===== config.mk =====
export PLATFORM = sky130hd
export DESIGN_NAME = uart_receiver
export DESIGN_NICKNAME = d
export VERILOG_FILES = /design/src/rtl/uart_receiver_pkg.sv /design/src/rtl/uart_receiver_rx_synchronizer.sv /design/src/rtl/uart_receiver.sv
export SDC_FILE = /design/constraint.sdc
export NUM_CORES = 1
export LEC_CHECK = 0
export CORE_MARGIN = 2
export CORE_UTILIZATION = 30
export CTS_CLUSTER_SIZE = 28
export DETAILED_ROUTE_END_ITERATION = 8
export GPL_TIMING_DRIVEN = 0
export PLACE_DENSITY = 0.51
export SLEW_MARGIN = 40
export SYNTH_ARGS = -nofsm -noshare
export SYNTH_HDL_FRONTEND = slang
export SYNTH_SLANG_ARGS = --single-unit

===== constraint.sdc =====
create_clock -name clock -period 4.35 [get_ports clock]
set_input_delay 0.435 -clock clock [delete_from_list [all_inputs] [get_ports clock]]
set_output_delay 0.435 -clock clock [all_outputs]
set_load 0.1 [all_outputs]

===== src/rtl/uart_receiver_pkg.sv =====
// Shared UART definitions: receiver state encoding and the default bit timing
// (12 MHz system clock, 115200 baud).
package uart_receiver_pkg;

   localparam int DEFAULT_CLKS_PER_BIT = 104;

   typedef enum logic [2:0] {
      ST_IDLE      = 3'd0,
      ST_START     = 3'd1,
      ST_DATA      = 3'd2,
      ST_STOP      = 3'd3,
      ST_WAIT_IDLE = 3'd4
   } rx_state_t;

endpackage


===== src/rtl/uart_receiver_rx_synchronizer.sv =====
// Two-flop synchronizer for the asynchronous serial line. Both flops reset
// to the idle level (1) so leaving reset on an idle line is not a start bit.
module rx_synchronizer (
   input  logic clock,
   input  logic reset,
   input  logic rx,
   output logic rx_s
);

   logic meta_r;

   // Two-stage capture of rx into the clock domain.
   always_ff @(posedge clock or posedge reset) begin
      if (reset) begin
         meta_r <= 1'b1;
         rx_s   <= 1'b1;
      end else begin
         meta_r <= rx;
         rx_s   <= meta_r;
      end
   end

endmodule


===== src/rtl/uart_receiver.sv =====
// 8N1 UART receiver, LSB first. Bits are sampled near their centre: the start
// bit is confirmed half a bit after its falling edge, then every full bit.
module uart_receiver
   import uart_receiver_pkg::*;
#(
   parameter int CLKS_PER_BIT = DEFAULT_CLKS_PER_BIT
) (
   input  logic       clock,
   input  logic       reset,
   input  logic       rx,
   output logic       received,
   output logic [7:0] rx_byte,
   output logic       is_receiving,
   output logic       recv_error
);

   localparam int CNT_W = $clog2(CLKS_PER_BIT);
   localparam logic [CNT_W-1:0] HALF_LOAD = CNT_W'(CLKS_PER_BIT / 2 - 1);
   localparam logic [CNT_W-1:0] FULL_LOAD = CNT_W'(CLKS_PER_BIT - 1);

   logic             rx_s;
   rx_state_t        state_r;
   logic [CNT_W-1:0] cnt_r;
   logic [2:0]       bit_idx_r;
   logic [7:0]       shift_r;

   rx_synchronizer u_sync (
      .clock (clock),
      .reset (reset),
      .rx    (rx),
      .rx_s  (rx_s)
   );

   // Frame FSM with bit timing, shift register and registered outputs.
   always_ff @(posedge clock or posedge reset) begin
      if (reset) begin
         state_r      <= ST_IDLE;
         cnt_r        <= '0;
         bit_idx_r    <= 3'd0;
         shift_r      <= 8'h00;
         rx_byte      <= 8'h00;
         received     <= 1'b0;
         recv_error   <= 1'b0;
         is_receiving <= 1'b0;
      end else begin
         received   <= 1'b0;
         recv_error <= 1'b0;
         case (state_r)
            ST_IDLE: begin
               if (rx_s == 1'b0) begin
                  cnt_r        <= HALF_LOAD;
                  state_r      <= ST_START;
                  is_receiving <= 1'b1;
               end else begin
                  is_receiving <= 1'b0;
               end
            end
            ST_START: begin
               if (cnt_r != '0) begin
                  cnt_r <= cnt_r - CNT_W'(1);
               end else if (rx_s == 1'b1) begin
                  // Line went back high: treat as a glitch, not a frame.
                  state_r      <= ST_IDLE;
                  is_receiving <= 1'b0;
               end else begin
                  cnt_r     <= FULL_LOAD;
                  bit_idx_r <= 3'd0;
                  state_r   <= ST_DATA;
               end
            end
            ST_DATA: begin
               if (cnt_r != '0) begin
                  cnt_r <= cnt_r - CNT_W'(1);
               end else begin
                  shift_r <= {rx_s, shift_r[7:1]};
                  cnt_r   <= FULL_LOAD;
                  if (bit_idx_r == 3'd7) begin
                     state_r <= ST_STOP;
                  end else begin
                     bit_idx_r <= bit_idx_r + 3'd1;
                  end
               end
            end
            ST_STOP: begin
               if (cnt_r != '0) begin
                  cnt_r <= cnt_r - CNT_W'(1);
               end else if (rx_s == 1'b1) begin
                  rx_byte      <= shift_r;
                  received     <= 1'b1;
                  state_r      <= ST_IDLE;
                  is_receiving <= 1'b0;
               end else begin
                  // Framing error: keep the previous byte and wait for idle
                  // so a held-low line is not mistaken for a new start bit.
                  recv_error   <= 1'b1;
                  state_r      <= ST_WAIT_IDLE;
                  is_receiving <= 1'b0;
               end
            end
            ST_WAIT_IDLE: begin
               is_receiving <= 1'b0;
               if (rx_s == 1'b1) begin
                  state_r <= ST_IDLE;
               end else begin
                  state_r <= ST_WAIT_IDLE;
               end
            end
            default: begin
               state_r      <= ST_IDLE;
               cnt_r        <= '0;
               is_receiving <= 1'b0;
            end
         endcase
      end
   end

endmodule


==> results_tabular.tex, run 1 <==
\begin{tabular}{lr}
\hline
Metric & Value \\
\hline
\multicolumn{2}{l}{\textbf{GRT}} \\
\quad Global-route wire length before repair & between 5000 and 6000 um \\
\quad Grt met1 use & 0.155 \\
\quad Number of global-route vias before repair & 1275 \\
\quad Met2 layer usage reported by global route & 0.192 \\
\quad GR Util met3 & 0.0402 \\
\quad Antenna violations before repair & 0 \\
\quad Aggregate global routing overflow & 0 \\
\quad Total track usage & 0.126 \\
\quad Layer with the highest usage & met2 \\
\quad Pin count of the biggest net entering global routing & 35 \\
\multicolumn{2}{l}{\textbf{Flow run}} \\
\quad Max-capacitance violation count & 0 \\
\multicolumn{2}{l}{\textbf{Timing}} \\
\quad \# setup viols final & 0 \\
\quad Slew at the pin with the worst max-slew slack & between 0.6 and 0.7 ns \\
\quad Crit path time final & roughly 2.3 ns \\
\quad Smallest hold slack & approximately 0.36 ns \\
\quad Highest clock rate & between 400 and 500 MHz \\
\quad Final cycle utilization of the critical path & 0.526 \\
\quad Unrepaired setup endpoints after global routing & false \\
\quad Final Slew Violations & 0 \\
\quad Setup total negative slack & 0 ns \\
\quad Final clock skew & approximately 0.0053 ns \\
\quad Hold violation total from the final report & 0 \\
\quad Tightest slew margin relative to the limit & 0.534 \\
\multicolumn{2}{l}{\textbf{Synth}} \\
\quad Area share of the largest cell type after synthesis & 0.480 \\
\quad Flip-flop cell with the highest count after synthesis & sky130\_fd\_sc\_hd\_\_dfrtp\_1 \\
\quad Synthesized area per cell & 11.1 um2 \\
\quad Synthesized instance count & 151 \\
\quad Area of the mapped netlist & about 1700 um2 \\
\quad Total nets after synthesis & around 160 \\
\quad EDFF count, synth & 0 \\
\quad Synth Warn \# & 0 \\
\quad Largest cells by area after synthesis & sky130\_fd\_sc\_hd\_\_dfrtp\_1, sky130\_fd\_sc\_hd\_\_mux2\_2, sky130\_fd\_sc\_hd\_\_dfstp\_2 \\
\quad Unique masters post-synth & 42 \\
\quad Cell type with the largest total area after synthesis & sky130\_fd\_sc\_hd\_\_dfrtp\_1 \\
\quad Number of synthesized register bits & 34 \\
\quad Share of synthesized area occupied by flip-flops and latches & 0.511 \\
\quad Post-synthesis async set-or-reset flop share & 1.00 \\
\multicolumn{2}{l}{\textbf{Routing}} \\
\quad Post-DR wirelength/cell & 14.0 um \\
\quad Vias post-DR & 1242 \\
\quad Routed wire length & roughly 3400 um \\
\quad Drc violations & 0 \\
\quad Iteration count of the initial detailed-routing pass & 4 \\
\quad Final antenna-violating net count & 0 \\
\quad Initial DRC count & about 150 \\
\quad Vias per inst & just over 5 \\
\multicolumn{2}{l}{\textbf{Hold path}} \\
\quad Hold Path Sink & u\_sync.rx\_s\$\_DFF\_PP1\_ \\
\quad Worst Hold Depth & 0 \\
\quad Class of the tightest hold or removal check & reg2reg \\
\quad Origin of the worst min-delay path & u\_sync.meta\_r\$\_DFF\_PP1\_ \\
\multicolumn{2}{l}{\textbf{Setup path}} \\
\quad Launching point of the worst reg2reg path & cnt\_r[0]\$\_DFFE\_PP0P\_ \\
\quad Worst Reg-to-Reg Cells & 7 \\
\quad Critical path arrival & 2.46 ns \\
\quad FF-to-FF End & shift\_r[0]\$\_DFFE\_PP0P\_ \\
\quad Critical path startpoint category & flip-flop \\
\quad Critical path capture point type & flip-flop \\
\quad Critical path's top delay family & simple AND/OR/NAND/NOR gates \\
\quad Cell with the biggest individual delay on the critical path & sky130\_fd\_sc\_hd\_\_dfrtp\_1 \\
\quad CP Cell Sequence & inv\_1 -> ha\_1 -> or4b\_1 -> buf\_2 -> nor2\_2 -> nand2\_1 -> mux2\_2 \\
\quad Number of buffers and inverters on the critical path & 2 \\
\quad Slowest Stage Delay on Critical Path & 0.43 ns \\
\quad Type of the worst setup path & reg2reg \\
\quad Largest fanout on the critical path & 9 \\
\quad Minimum setup slack among reg-to-reg paths & 2.06 ns \\
\quad Required @ worst endpoint & approximately 4.5 ns \\
\multicolumn{2}{l}{\textbf{Floorplan}} \\
\quad Count of pins on the block boundary & 14 \\
\quad Effective utilization at floorplan & 0.307 \\
\quad Total core area & around 5400 um2 \\
\quad Cell row count & 27 \\
\quad Die Span X & 78.6 um \\
\quad Floorplan die area & between 6000 and 7000 um2 \\
\quad Height of the die & approximately 79 um \\
\multicolumn{2}{l}{\textbf{Cells and area}} \\
\quad Fill cell count & approximately 530 \\
\quad Layout cell share with drive strength beyond 1 & 0.262 \\
\quad Final net count & $\sim$180 \\
\quad Layout overhead on the synthesized area & 18.4\% \\
\quad \# diodes & 0 \\
\multicolumn{2}{l}{\textbf{Power and ir drop}} \\
\quad Power per unit of standard cell area & 350 nW/um2 \\
\quad Worst VDD drop & about 0.20 mV \\
\quad Total leakage power & roughly 0.94 nW \\
\multicolumn{2}{l}{\textbf{CTS}} \\
\quad Cts hold-fix bufs & 0 \\
\quad Cts bufs inserted & 5 \\
\quad Clock root buffer & sky130\_fd\_sc\_hd\_\_clkbuf\_8 \\
\quad Number of buffers added for setup after CTS & 0 \\
\quad Clock transition at path regs & around 0.07 ns \\
\quad Maximum level of the CTS H-tree & 2 \\
\quad Clock tree buffer depth & 2 \\
\quad Clock insertion delay at the later pin of the skew report & 0.29 ns \\
\quad CTS tree & yes \\
\quad CTS sink count & 34 \\
\quad Post-cts repair resize count & 0 \\
\multicolumn{2}{l}{\textbf{Status}} \\
\quad Outcome & finished clean \\
\multicolumn{2}{l}{\textbf{Placed design}} \\
\quad Weighted congestion reported at the end of routability-driven placement & around 0.84 \\
\quad Number of input and output port buffers inserted & 13 \\
\quad DP Wirelength & about 2400 um \\
\hline
\end{tabular}
[synth_stat cells, drive strengths merged, types with 3 or more instances]
| master | number |
|---|---|
| inv | 8 |
| and3 | 4 |
| ha | 4 |
| mux2i | 3 |
| a31oi | 3 |
| mux2 | 17 |
| nor3 | 7 |
| o21ai | 8 |
| a21oi | 7 |
| clkbuf | 5 |
| nor2 | 8 |
| dfrtp | 32 |
| nand2 | 13 |
[kinds of logic (layout without fill, tap and decap cells)]
logic type,after synthesis,in the layout,share of synthesized area
AOI/OAI and AO/OA,31,31,0.124
adders and majority gates,4,4,0.0300
and+or+nand+nor,48,48,0.169
buffers and inverters,14,35,0.0322
DFF,34,34,0.511
muxes,20,20,0.133
[state kept, by name, summed over array words and instances, names as in the netlist]
signal,cells
u_sync.rx_s,1
u_sync.meta_r,1
shift_r,8
rx_byte,8
bit_idx_r,3
received,1
cnt_r,7
is_receiving,1
state_r,3
recv_error,1
[how the worst max path moves through the flow]
stage / start / to / slack (ns) / cells after the start
2_1_floorplan: cnt_r[0]$_DFFE_PP0P_ / rx_byte[7]$_DFFE_PP0P_ / 2.36 / 7
5_1_grt: cnt_r[0]$_DFFE_PP0P_ / bit_idx_r[0]$_DFFE_PP0P_ / 1.90 / 6
3_5_place_dp: cnt_r[0]$_DFFE_PP0P_ / shift_r[0]$_DFFE_PP0P_ / 2.05 / 7
3_3_place_gp: cnt_r[0]$_DFFE_PP0P_ / shift_r[5]$_DFFE_PP0P_ / 2.03 / 7
6_report: cnt_r[0]$_DFFE_PP0P_ / shift_r[0]$_DFFE_PP0P_ / 2.06 / 7
4_1_cts: cnt_r[0]$_DFFE_PP0P_ / shift_r[0]$_DFFE_PP0P_ / 2.04 / 7
[stage by stage]
step | std cells | power [mW] | area (um2) | util | worst slack [ns]
final | 244 | 0.692 | 1980 | 0.363 | 2.06
after global routing | 244 | 0.725 | 1980 | 0.363 | 1.90
after CTS | 244 | 0.704 | 1980 | 0.363 | 2.04
after detailed placement | 236 | 0.337 | 1830 | 0.337 | 2.05
after global placement | 236 | 0.336 | 1890 | 0.347 | 2.03
after floorplan | 151 | 0.332 | 1670 | - | 2.36
[power by group]
group / switching (mW) / total [mW] / internal [mW]
logic: 0.00939 / 0.0124 / 0.00300
registers: 0.000249 / 0.318 / 0.318
clock network: 0.118 / 0.362 / 0.244
[cell usage in the layout, fill, tap and decap left out, types with 2 or more instances in the layout]
cell type	instances
sky130_fd_sc_hd__clkdlybuf4s50_1	2
sky130_fd_sc_hd__mux2i_1	3
sky130_fd_sc_hd__nor2_1	7
sky130_fd_sc_hd__inv_1	7
sky130_fd_sc_hd__o41ai_1	2
sky130_fd_sc_hd__clkbuf_1	5
sky130_fd_sc_hd__a21oi_1	7
sky130_fd_sc_hd__a31oi_1	3
sky130_fd_sc_hd__mux2_2	16
sky130_fd_sc_hd__buf_2	12
sky130_fd_sc_hd__nor3_1	6
sky130_fd_sc_hd__and3_1	4
sky130_fd_sc_hd__nor2b_1	2
sky130_fd_sc_hd__o21ai_0	8
sky130_fd_sc_hd__or4_1	2
sky130_fd_sc_hd__nor3b_1	2
sky130_fd_sc_hd__clkbuf_8	6
sky130_fd_sc_hd__bufinv_16	2
sky130_fd_sc_hd__or2_2	2
sky130_fd_sc_hd__nand2_1	13
sky130_fd_sc_hd__dfstp_2	2
sky130_fd_sc_hd__dfrtp_1	32
sky130_fd_sc_hd__ha_1	4
[layout make-up]
type	count	area (um2)	area share
clock inverters	2	60.1	0.0304
repair buffers	13	75.1	0.0380
flip-flops and latches	34	853	0.432
plain buffers	6	23.8	0.0120
multi-input cells	103	762	0.385
well taps	72	90.1	0.0456
clock buffers	6	82.6	0.0418
inverters	8	30.0	0.0152
[routing by layer]
| metal | wire length (um) | part of all wire |
|---|---|---|
| met3 | 205 | 0.060 |
| met4 | 74 | 0.022 |
| met5 | 0 | 0 |
| met1 | 1510 | 0.44 |
| met2 | 1620 | 0.47 |
(Power assumes the default switching activity.)
==> run 2: changes to the inputs <==
--- a/config.mk
+++ b/config.mk
@@ -10,7 +10,7 @@
 export CTS_CLUSTER_SIZE = 28
 export DETAILED_ROUTE_END_ITERATION = 8
 export GPL_TIMING_DRIVEN = 0
-export PLACE_DENSITY = 0.51
+export PLACE_DENSITY = 0.52
 export SLEW_MARGIN = 40
 export SYNTH_ARGS = -nofsm -noshare
 export SYNTH_HDL_FRONTEND = slang
==> constraint.sdc (replaced) <==
create_clock -name clock -period 2.1 [get_ports clock]
set_input_delay 0.21 -clock clock [delete_from_list [all_inputs] [get_ports clock]]
set_output_delay 0.21 -clock clock [all_outputs]
set_load 0.1 [all_outputs]
==> run 2 against run 1 <==
Cell count grew 2.9%. Final area grew 3.8%. Clock power grew 42%. First-iteration DRC count grew 24%. Critical path type unchanged. Largest power group is now registers.
==> results_tabular.tex, run 2 (synthesis results as in run 1) <==
\begin{tabular}{lr}
\hline
Metric & Value \\
\hline
\multicolumn{2}{l}{\textbf{Cells and area}} \\
\quad Layout cell share with drive strength beyond 1 & 0.341 \\
\quad Layout overhead on the synthesized area & 22.9\% \\
\quad Area of all placed cells without fillers & approximately 2100 um2 \\
\quad Registers with the most flip-flops & rx\_byte: 8 flops, shift\_r: 8 flops, cnt\_r: 7 flops \\
\quad Most common cell after layout, fill and taps aside & sky130\_fd\_sc\_hd\_\_dfrtp\_1 \\
\quad Final net count & 185 \\
\quad Most frequent cells in the layout & sky130\_fd\_sc\_hd\_\_dfrtp\_1, sky130\_fd\_sc\_hd\_\_mux2\_2, sky130\_fd\_sc\_hd\_\_nand2\_1 \\
\quad \# diodes & 0 \\
\quad Final standard cell count with taps included and fillers excluded & roughly 250 \\
\multicolumn{2}{l}{\textbf{CTS}} \\
\quad Cts hold-fix bufs & 0 \\
\quad Clock transition at path regs & 0.07 ns \\
\quad Clock root buffer & sky130\_fd\_sc\_hd\_\_clkbuf\_8 \\
\quad Clock tree buffer depth & 2 \\
\quad Cts bufs inserted & 5 \\
\quad CTS sink count & 34 \\
\quad Maximum level of the CTS H-tree & 2 \\
\quad CTS tree & yes \\
\quad Clock insertion delay at the later pin of the skew report & $\sim$0.28 ns \\
\multicolumn{2}{l}{\textbf{Floorplan}} \\
\quad Cell row count & 27 \\
\quad Height of the die & just under 80 um \\
\quad Total core area & about 5400 um2 \\
\quad Count of pins on the block boundary & 14 \\
\quad Die Span X & $\sim$79 um \\
\quad Floorplan die area & around 6200 um2 \\
\quad Effective utilization at floorplan & 0.307 \\
\multicolumn{2}{l}{\textbf{Timing}} \\
\quad Setup ws final & 0.0233 ns \\
\quad Crit path time final & a little over 2 ns \\
\quad \# setup viols final & 0 \\
\quad Smallest hold slack & $\sim$0.33 ns \\
\quad Final Slew Violations & 0 \\
\quad Hold violation total from the final report & 0 \\
\quad Final cycle utilization of the critical path & 0.989 \\
\quad Setup total negative slack & 0 ns \\
\quad Final clock skew & about 0.0066 ns \\
\quad Tightest slew margin relative to the limit & 0.537 \\
\quad Unrepaired setup endpoints after global routing & true \\
\quad Slew at the pin with the worst max-slew slack & $\sim$0.7 ns \\
\quad Highest clock rate & 482 MHz \\
\multicolumn{2}{l}{\textbf{GRT}} \\
\quad Pin count of the biggest net entering global routing & 35 \\
\quad Total track usage & 0.133 \\
\quad Number of global-route vias before repair & between 1000 and 1500 \\
\quad Global-route wire length before repair & 6440 um \\
\quad Antenna violations before repair & 0 \\
\quad Aggregate global routing overflow & 0 \\
\multicolumn{2}{l}{\textbf{Routing}} \\
\quad Initial DRC count & 184 \\
\quad Drc violations & 0 \\
\quad Vias per inst & approximately 5.3 \\
\quad Iteration count of the initial detailed-routing pass & 4 \\
\quad Final antenna-violating net count & 0 \\
\quad Routed wire length & around 3800 um \\
\quad Vias post-DR & 1340 \\
\quad Post-DR wirelength/cell & around 15 um \\
\multicolumn{2}{l}{\textbf{Placed design}} \\
\quad DP Wirelength & $\sim$2500 um \\
\quad Number of input and output port buffers inserted & 13 \\
\quad Placed cell area & roughly 1800 um2 \\
\quad Weighted congestion reported at the end of routability-driven placement & between 0.8 and 0.9 \\
\quad Placed cell count & $\sim$240 \\
\quad Pre-CTS worst setup slack & -0.224 ns \\
\multicolumn{2}{l}{\textbf{Status}} \\
\quad Outcome & finished clean \\
\multicolumn{2}{l}{\textbf{Power and ir drop}} \\
\quad Total leakage power & 0.978 nW \\
\quad Power per unit of standard cell area & approximately 580 nW/um2 \\
\quad Worst VDD drop & 0.401 mV \\
\multicolumn{2}{l}{\textbf{Setup path}} \\
\quad Critical path startpoint category & flip-flop \\
\quad Required @ worst endpoint & around 2.3 ns \\
\quad Launching point of the worst reg2reg path & u\_sync.rx\_s\$\_DFF\_PP1\_ \\
\quad Largest fanout on the critical path & 8 \\
\quad Critical path capture point type & flip-flop \\
\quad Type of the worst setup path & reg2reg \\
\quad Critical path arrival & 2.25 ns \\
\quad Launch point of the worst path & u\_sync.rx\_s\$\_DFF\_PP1\_ \\
\multicolumn{2}{l}{\textbf{Flow run}} \\
\quad Max-capacitance violation count & 0 \\
\multicolumn{2}{l}{\textbf{Hold path}} \\
\quad Origin of the worst min-delay path & rx \\
\quad Class of the tightest hold or removal check & in2reg \\
\hline
\end{tabular}
==> run 2: path summary, 6_finish.rpt <==
path                       cells after the start                        to  slack, ns
setup reg to reg                               5  bit_idx_r[0]$_DFFE_PP0P_       0.02
min in group asynchronous                      2    state_r[1]$_DFFE_PP0P_       0.35
hold / removal                                 1   u_sync.meta_r$_DFF_PP1_       0.33
hold reg to reg                                0     u_sync.rx_s$_DFF_PP1_       0.36
setup / recovery                               5  bit_idx_r[0]$_DFFE_PP0P_       0.02
max in group asynchronous                      2    shift_r[6]$_DFFE_PP0P_       1.31
==> run 2: per-layer routing <==
layer / up-vias / share of wire / GRT usage
li1: 607 / - / -
met2: 53 / 0.50 / 0.218
met5: - / 0 / 0
met1: 675 / 0.44 / 0.164
met3: 5 / 0.058 / 0.0483
met4: 0 / 0.0097 / 0.0404
==> run 2: repair_timing <==
item	4_1_cts	5_1_grt
hold endpoints to repair	0	0
pin swaps	3	1
buffers inserted	6	1
resized for setup	10	6
setup endpoints to repair	20	21
==> run 2: report_power, final <==
group,switching [mW],internal [mW],total (mW)
combinational,0.0211,0.00619,0.0273
clock,0.249,0.264,0.513
sequential,0.000460,0.658,0.658
total,0.271,0.928,1.20
==> run 2: per-stage QoR <==
stage	power [mW]	util
floorplan	0.688	-
global placement	0.697	0.347
detailed placement	0.698	0.337
CTS	1.22	0.369
global route	1.26	0.377
finish	1.20	0.377
==> run 2: area by class of cell <==
cell class                      instances  area (um2)
Sequential cell                        34         853
Fill cell                             540        3390
Inverter                                8        30.0
Clock buffer                            6        82.6
Timing Repair Buffer                   20         128
Multi-Input combinational cell        103         826
Clock inverter                          2        12.5
Buffer                                  6        30.0
Tap cell                               72        90.1
==> run 2: worst max-delay path: stages, from the launching register on <==
cell and delay (ns):
sky130_fd_sc_hd__dfstp_2 0.36, sky130_fd_sc_hd__clkbuf_1 0.22, sky130_fd_sc_hd__nor2_1 0.56, sky130_fd_sc_hd__a21oi_1 0.22, sky130_fd_sc_hd__nor3_4 0.24, sky130_fd_sc_hd__mux2_2 0.37
